## src/rtl/audio_pack_fifo.sv

```systemverilog
// ============================================================================
// audio_pack_fifo: packs DIN_W-bit lanes into RATIO-lane words and buffers
// them in a block-RAM FIFO with a show-ahead output register.
// Rev 1.0
// ============================================================================
`default_nettype none

module audio_pack_fifo #(
  parameter int DIN_W      = 8,
  parameter int RATIO      = 4,
  parameter int DEPTH      = 128,
  parameter int BIG_ENDIAN = 0
) (
  input  logic                       clk,
  input  logic                       resetn,
  input  logic                       flush,
  input  logic                       s_valid,
  input  logic [DIN_W-1:0]           s_data,
  input  logic                       s_last,
  output logic                       s_ready,
  output logic                       m_valid,
  output logic [DIN_W*RATIO-1:0]     m_data,
  input  logic                       m_ready,
  output logic [$clog2(DEPTH):0]     level,
  output logic [$clog2(RATIO):0]     lanes
);

  localparam int WW  = DIN_W * RATIO;
  localparam int AW  = $clog2(DEPTH);
  localparam int LVW = AW + 1;
  localparam int LNW = $clog2(RATIO) + 1;
  localparam logic [LNW-1:0] LAST_LANE = LNW'(RATIO - 1);
  localparam logic [LVW-1:0] FULL_LVL  = LVW'(DEPTH);

  logic [WW-1:0]  acc;
  logic [WW-1:0]  acc_next;
  logic [LNW-1:0] lane_idx;
  logic           accept;
  logic           commit;
  logic           pop;
  logic           out_load;
  logic           rd_issue;

  logic [WW-1:0]  mem [DEPTH];
  logic [WW-1:0]  rd_data;
  logic           rd_valid;
  logic [AW-1:0]  wr_ptr;
  logic [AW-1:0]  rd_ptr;
  logic [LVW-1:0] ram_cnt;

  // level counts RAM, read stage and output register, so it alone bounds intake
  assign s_ready  = (level < FULL_LVL) && !flush;
  assign accept   = s_valid && s_ready;
  assign commit   = accept && ((lanes == LAST_LANE) || s_last);
  assign pop      = m_valid && m_ready && !flush;
  assign out_load = rd_valid && (!m_valid || m_ready);
  assign rd_issue = (ram_cnt != '0) && (!rd_valid || out_load);

  always_comb begin
    lane_idx = (BIG_ENDIAN != 0) ? (LAST_LANE - lanes) : lanes;
    acc_next = acc;
    for (int k = 0; k < RATIO; k++) begin
      if (lane_idx == LNW'(k)) acc_next[k*DIN_W +: DIN_W] = s_data;
    end
  end

  // Storage kept free of reset so it maps onto block RAM
  always_ff @(posedge clk) begin
    if (commit)   mem[wr_ptr] <= acc_next;
    if (rd_issue) rd_data     <= mem[rd_ptr];
  end

  always_ff @(posedge clk or negedge resetn) begin
    if (!resetn) begin
      acc      <= '0;
      lanes    <= '0;
      wr_ptr   <= '0;
      rd_ptr   <= '0;
      ram_cnt  <= '0;
      level    <= '0;
      rd_valid <= 1'b0;
      m_valid  <= 1'b0;
      m_data   <= '0;
    end else if (flush) begin
      acc      <= '0;
      lanes    <= '0;
      wr_ptr   <= '0;
      rd_ptr   <= '0;
      ram_cnt  <= '0;
      level    <= '0;
      rd_valid <= 1'b0;
      m_valid  <= 1'b0;
    end else begin
      if (accept) begin
        if (commit) begin
          acc    <= '0;
          lanes  <= '0;
          wr_ptr <= wr_ptr + AW'(1);
        end else begin
          acc    <= acc_next;
          lanes  <= lanes + LNW'(1);
        end
      end

      if (rd_issue) rd_ptr <= rd_ptr + AW'(1);

      unique case ({commit, rd_issue})
        2'b10:   ram_cnt <= ram_cnt + LVW'(1);
        2'b01:   ram_cnt <= ram_cnt - LVW'(1);
        default: ram_cnt <= ram_cnt;
      endcase

      unique case ({commit, pop})
        2'b10:   level <= level + LVW'(1);
        2'b01:   level <= level - LVW'(1);
        default: level <= level;
      endcase

      if (rd_issue)      rd_valid <= 1'b1;
      else if (out_load) rd_valid <= 1'b0;

      if (out_load) begin
        m_valid <= 1'b1;
        m_data  <= rd_data;
      end else if (pop) begin
        m_valid <= 1'b0;
      end
    end
  end

endmodule

`default_nettype wire
```

## config.mk

```make
export PLATFORM = sky130hd
export DESIGN_NAME = audio_pack_fifo
export DESIGN_NICKNAME = d
export VERILOG_FILES = /design/src/rtl/audio_pack_fifo.sv
export SDC_FILE = /design/constraint.sdc
export NUM_CORES = 2
export LEC_CHECK = 0
export BUFFER_PORTS_ARGS = -buffer_cell sky130_fd_sc_hd__buf_4
export CAP_MARGIN = 20
export CORE_MARGIN = 5
export CORE_UTILIZATION = 40
export CTS_CLUSTER_DIAMETER = 40
export CTS_CLUSTER_SIZE = 40
export DETAILED_ROUTE_END_ITERATION = 12
export PLACE_DENSITY = 0.58
export SLEW_MARGIN = 20
export SYNTH_ARGS = -nofsm -noshare
export SYNTH_HDL_FRONTEND = slang
export SYNTH_SLANG_ARGS = --single-unit
```

## constraint.sdc

```tcl
create_clock -name clk -period 8.5 [get_ports clk]
set_input_delay 1.7 -clock clk [delete_from_list [all_inputs] [get_ports clk]]
set_output_delay 1.7 -clock clk [all_outputs]
set_load 0.05 [all_outputs]
```

# Yosys cells after proc, flatten, opt, wreduce, memory -nomap -nowiden
# Memories as Yosys holds them, arrays and structs flattened. A register that Yosys moved wholly into a read port is not among the register bits.
# Cells that the tools add are included.
# op_classes
n_addsub	7
magnitude_cmp	1
eq_ne	7
n_mux	27
n_bitwise	1
n_reduce_logical	24
# op_table
cell	n
32-bit two-way mux	3
8-bit two-way mux	6
7-bit two-way mux	5
8-bit one-hot mux with 2 select lines	2
8-bit by 1-bit adder with 8-bit output (second input constant)	2
8-bit by 1-bit subtractor with 8-bit output (second input constant)	2
7-bit by 1-bit adder with 7-bit output (second input constant)	2
3-bit nonzero test	4
3-bit two-way mux	3
8-bit < comparator (second input constant)	1
1-bit two-way mux	8
8-bit nonzero test	1
1-bit logical AND	7
3-bit by 2-bit equality test with 1-bit output (second input constant)	2
2-bit nonzero test	3
2-bit by 1-bit equality test with 1-bit output (second input constant)	2
2-bit equality test (second input constant)	2
2-bit AND reduction	2
3-bit by 1-bit adder with 3-bit output (second input constant)	1
3-bit by 1-bit equality test with 1-bit output (second input constant)	1
1-bit zero test	3
3-bit zero test	1
1-bit logical OR	3
1-bit NOT	1
# word_totals
regBits	99
mem_bits_rw	4096
output_inout_bits	45
elab_cells	77
memories	1
# memory_table
name	depth	word_bits	rd	rd_clocked_by_memory_dff	wr	line	rtl
mem	128	32	1	1	1	44	logic [WW-1:0] mem [DEPTH];

# Depth between registers and ports, before layout
# logic_depth
depth_word	8
mapped_depth	15
depth_no_buf	12

# Worst setup path after synthesis
# No wires, ideal clock.
# synth_path
path_kind	input to register
from	input port s_valid
to	memory mem[107][0] in the netlist's numbering, enable pin
setup_time_ns	0.421
t_arrival_ns	4.307
t_required_ns	8.079
slack_ns	3.772
path_stages	7
n_path_buf	2
path_cell_list	nor2b_1 > clkbuf_1 > nand3_1 > nor2_1 > nand3_1 > clkbuf_1 > nor2_1
# synth_via
elab_chain_cells	4
# synth_lines
element	line	rtl
from (decl)	17	input logic s_valid,
1-bit logical AND	53	assign accept = s_valid && s_ready;
1-bit logical AND	54	assign commit = accept && ((lanes == LAST_LANE) || s_last);
1-bit two-way mux	69	if (commit) mem[wr_ptr] <= acc_next;
1-bit two-way mux (not written as such)	69	
to (decl)	44	
# No other way between the ends.

# Worst setup path after layout
# layout_path
from	register lanes[0]
to	memory mem[51][14] in the netlist's numbering, enable pin
# layout_via
elab_chain_cells	5
# layout_lines
element	line	rtl
from (decl)	25	output logic [$clog2(RATIO):0] lanes
from (signal assigned)	101	lanes <= lanes + LNW'(1);
3-bit by 2-bit equality test with 1-bit output	54	
1-bit logical OR	54	
1-bit logical AND	54	
1-bit two-way mux	69	
1-bit two-way mux (not written as such)	69	
# No other way between the ends.

==> reports/metrics.yaml <==
status:
  status: "finished, violations left"
  failed_checks: "antenna rules"
synthesis:
  syn_inst: 6682
  synthSimpleGateAreaFrac_pct: 0.974
  synth.distinct_cells: 63
  synth_compound_area_share_pct: 1.51
  synth_area_leader_cell: "edfxtp_1"
  synth_nets: 6711
  ys_ff_latch: 4227
  ys_warn_count: 0
  async_flop_share_pct: 2.34
  synth_top_area_share_pct: 76.7
  synth-edff-count: 4128
  synthAdderAreaFrac_pct: 0.116
  ys.flop_type: "edfxtp_1"
  synth.area.top_cells: "edfxtp_1, mux4_2, dfrtp_1"
  synth_area_um2: 162000
  synth_top_family_by_area: "multiplexers"
  synth.avg_cell_area_um2: 24.2
  muxShareOfSynthArea_pct: 17.9
  synth_xor_area_share_pct: 0.119
  synth-seq-area-share_pct: 78.3
final_layout:
  final_common_cell: "edfxtp_1"
  stdcell_count: 13000
  fin_nets: 7138
  num-fill-cells: 32400
  layout_common_cells: "edfxtp_1, mux4_2, clkbuf_16"
  drive_gt1_share_pct: 34.2
  syn2layout_area_growth_pct: 16.5
clock_tree:
  numCtsBuffers: 480
  cts.repair.resized: 0
  hold_buffers: 0
  post_cts_buffers: 0
  clk_latency_ns: 1.00
  root_buffer: "clkbuf_16"
  clockBufferDepth: 4
  cts.clk_slew.worst_paths_ns: 0.06
  cts.sinks: 4227
  cts_tree: "done"
  htree_num_levels: 5
timing:
  rsz0062_at_grt: "no"
  final.setup.tns_ns: 0
  setup-violations-final: 0
  finalHoldViolCount: 0
  fin_crit_ns: 5.71
  worst_pin_slew_ns: 1.19
  period_share_pct: 67.2
  skew_ns: 0.0810
  fmax_ghz: 0.175
  slew_headroom_pct: 20.4
  drv_slew: 0
global_route:
  grt_pass1_vias: 75700
  grt_max_degree: 129
  grt.total_usage_pct: 20.2
  grt_pass1_wl_mm: 599
  grt.overflow.total: 0
  antenna_found_initial: 30
power:
  seq_power_share_pct: 42.3
  p_comb_share_pct: 19.0
  leakage_uw: 0.0600
  internal-power_uw: 40200
  pwr-share-clk_pct: 38.7
  power.total_uw: 55600
  swShare_pct: 27.7
  powerDensity_nw_per_um2: 296
  peakVddDrop_mv: 0.227
  switching_power_uw: 15400
die:
  die_h_um: 646
  rows: 233
  core_area_um2: 403000
  die_w_um: 646
  initial_core_util_pct: 40.1
  dieArea_um2: 417000
  design.portCount: 59
worst_setup_path:
  endpoint_kind: "flop"
  crit_path_max_fanout: 32
  crit_family: "simple AND/OR/NAND/NOR gates"
  max_stage_delay_ns: 0.87
  critical_path_class: "reg2reg"
  critPathBufInv: 1
  worstPathArrival_ns: 6.26
  slowest_stage: "nor2_4"
  cp_data_required_time_ns: 9.05
  crit_top_cell: "ha_1"
  start_kind: "flop"
  crit_chain: "ha_1 > ha_1 > or2_0 > nand3_1 > nor2_1 > nand3_2 > buf_4 > nor2_4"
detailed_routing:
  vias: 75200
  drc: 0
  wl_per_cell_um: 33.0
  wl_mm: 428
  via_per_inst: 5.80
  dr.pass1.iters: 8
  first_iter_violations: 9480
  postRouteAntennaNets: 1
placement:
  gp_congestion: 0.832
  hpwl_mm: 252
  dp_cells: 12000
  buffer_ports.inserted: 58
run:
  drv_cap: 0
min_path:
  min_path_type: "reg2reg"
==> kinds of logic (layout without fill, tap and decap cells) <==
| group | count (synthesis) | after routing |
|---|---|---|
| compound gates | 323 | 323 |
| xor+xnor | 22 | 22 |
| fa+ha+maj | 15 | 15 |
| buf+inv | 371 | 1228 |
| flops | 4227 | 4227 |
| mux | 1380 | 1380 |
| other cells | 0 | 24 |
| simple gates | 344 | 344 |
==> final cells by class <==
cell class	count	area, µm²	area share, %
antenna	24	60.1	0.0319
sequential	4227	126000	67.2
clock buffer	511	12100	6.45
inverter	11	41.3	0.0219
multi-input combinational	2084	34600	18.4
clock inverter	401	4780	2.54
timing repair buffer	305	3380	1.80
tap	5405	6760	3.59
==> cell usage after synthesis, drive strengths merged (20+ instances only) <==
cell / count
a21oi: 24
a22oi: 120
a32o: 33
buf: 221
clkbuf: 139
dfrtp: 99
edfxtp: 4128
mux2: 64
mux2i: 110
mux4: 1206
nand2: 52
nand4: 27
nor2: 173
nor2b: 20
o211ai: 26
o22ai: 27
==> power by group through the flow <==
stage	clock (µW)	combinational (µW)	sequential, µW
after detailed placement	0	10700	24000
after global placement	0	10700	24000
final	21500	10600	23500
after CTS	21900	10800	23500
after floorplan	0	7280	23900
after global routing	22800	11100	23500
==> stage by stage <==
step / util, % / hold slack [ns] / setup slack, ns / instance area (µm²)
floorplan: - / 0.454 / 3.77 / 162000
global placement: 42.2 / 0.473 / 2.30 / 170000
detailed placement: 42.3 / 0.468 / 2.27 / 170000
CTS: 46.5 / 0.480 / 2.77 / 187000
global route: 46.7 / 0.497 / 2.58 / 188000
finish: 46.8 / 0.475 / 2.79 / 188000
==> final timing paths <==
check | start | to | slack [ns] | cells past startpoint
setup / recovery | lanes[0] | mem[51][14] | 2.79 | 8
hold / removal | rd_data[8] | m_data[8] | 0.48 | 1
setup reg to reg | lanes[0] | mem[51][14] | 2.79 | 8
hold reg to reg | rd_data[8] | m_data[8] | 0.48 | 1
max in group asynchronous | resetn | rd_ptr[3] | 6.44 | 2
min in group asynchronous | resetn | acc[3] | 0.72 | 1
==> worst register-to-register path: stages (launching register included) <==
cell and delay (ns):
dfrtp_1 0.45, ha_1 0.19, ha_1 0.60, or2_0 0.54
nand3_1 0.48, nor2_1 0.80, nand3_2 0.73, buf_4 0.59
nor2_4 0.88
==> state kept, by name, indices dropped and copies added (netlist names) <==
signal,cells
acc,32
lanes,3
level,8
m_data,32
m_valid,1
mem,4096
ram_cnt,8
rd_data,32
rd_ptr,7
rd_valid,1
wr_ptr,7
==> routing by layer <==
metal	part of all wire, %	GRT usage, %	wire, µm	vias to the layer above
li1	-	-	-	30100
met1	40	28.2	171000	41300
met2	49	33.0	210000	3213
met3	7.7	3.55	32700	635
met4	3.3	5.83	13900	14
met5	0.019	0	80	-
No activity file was read; power rests on OpenSTA's default activity.
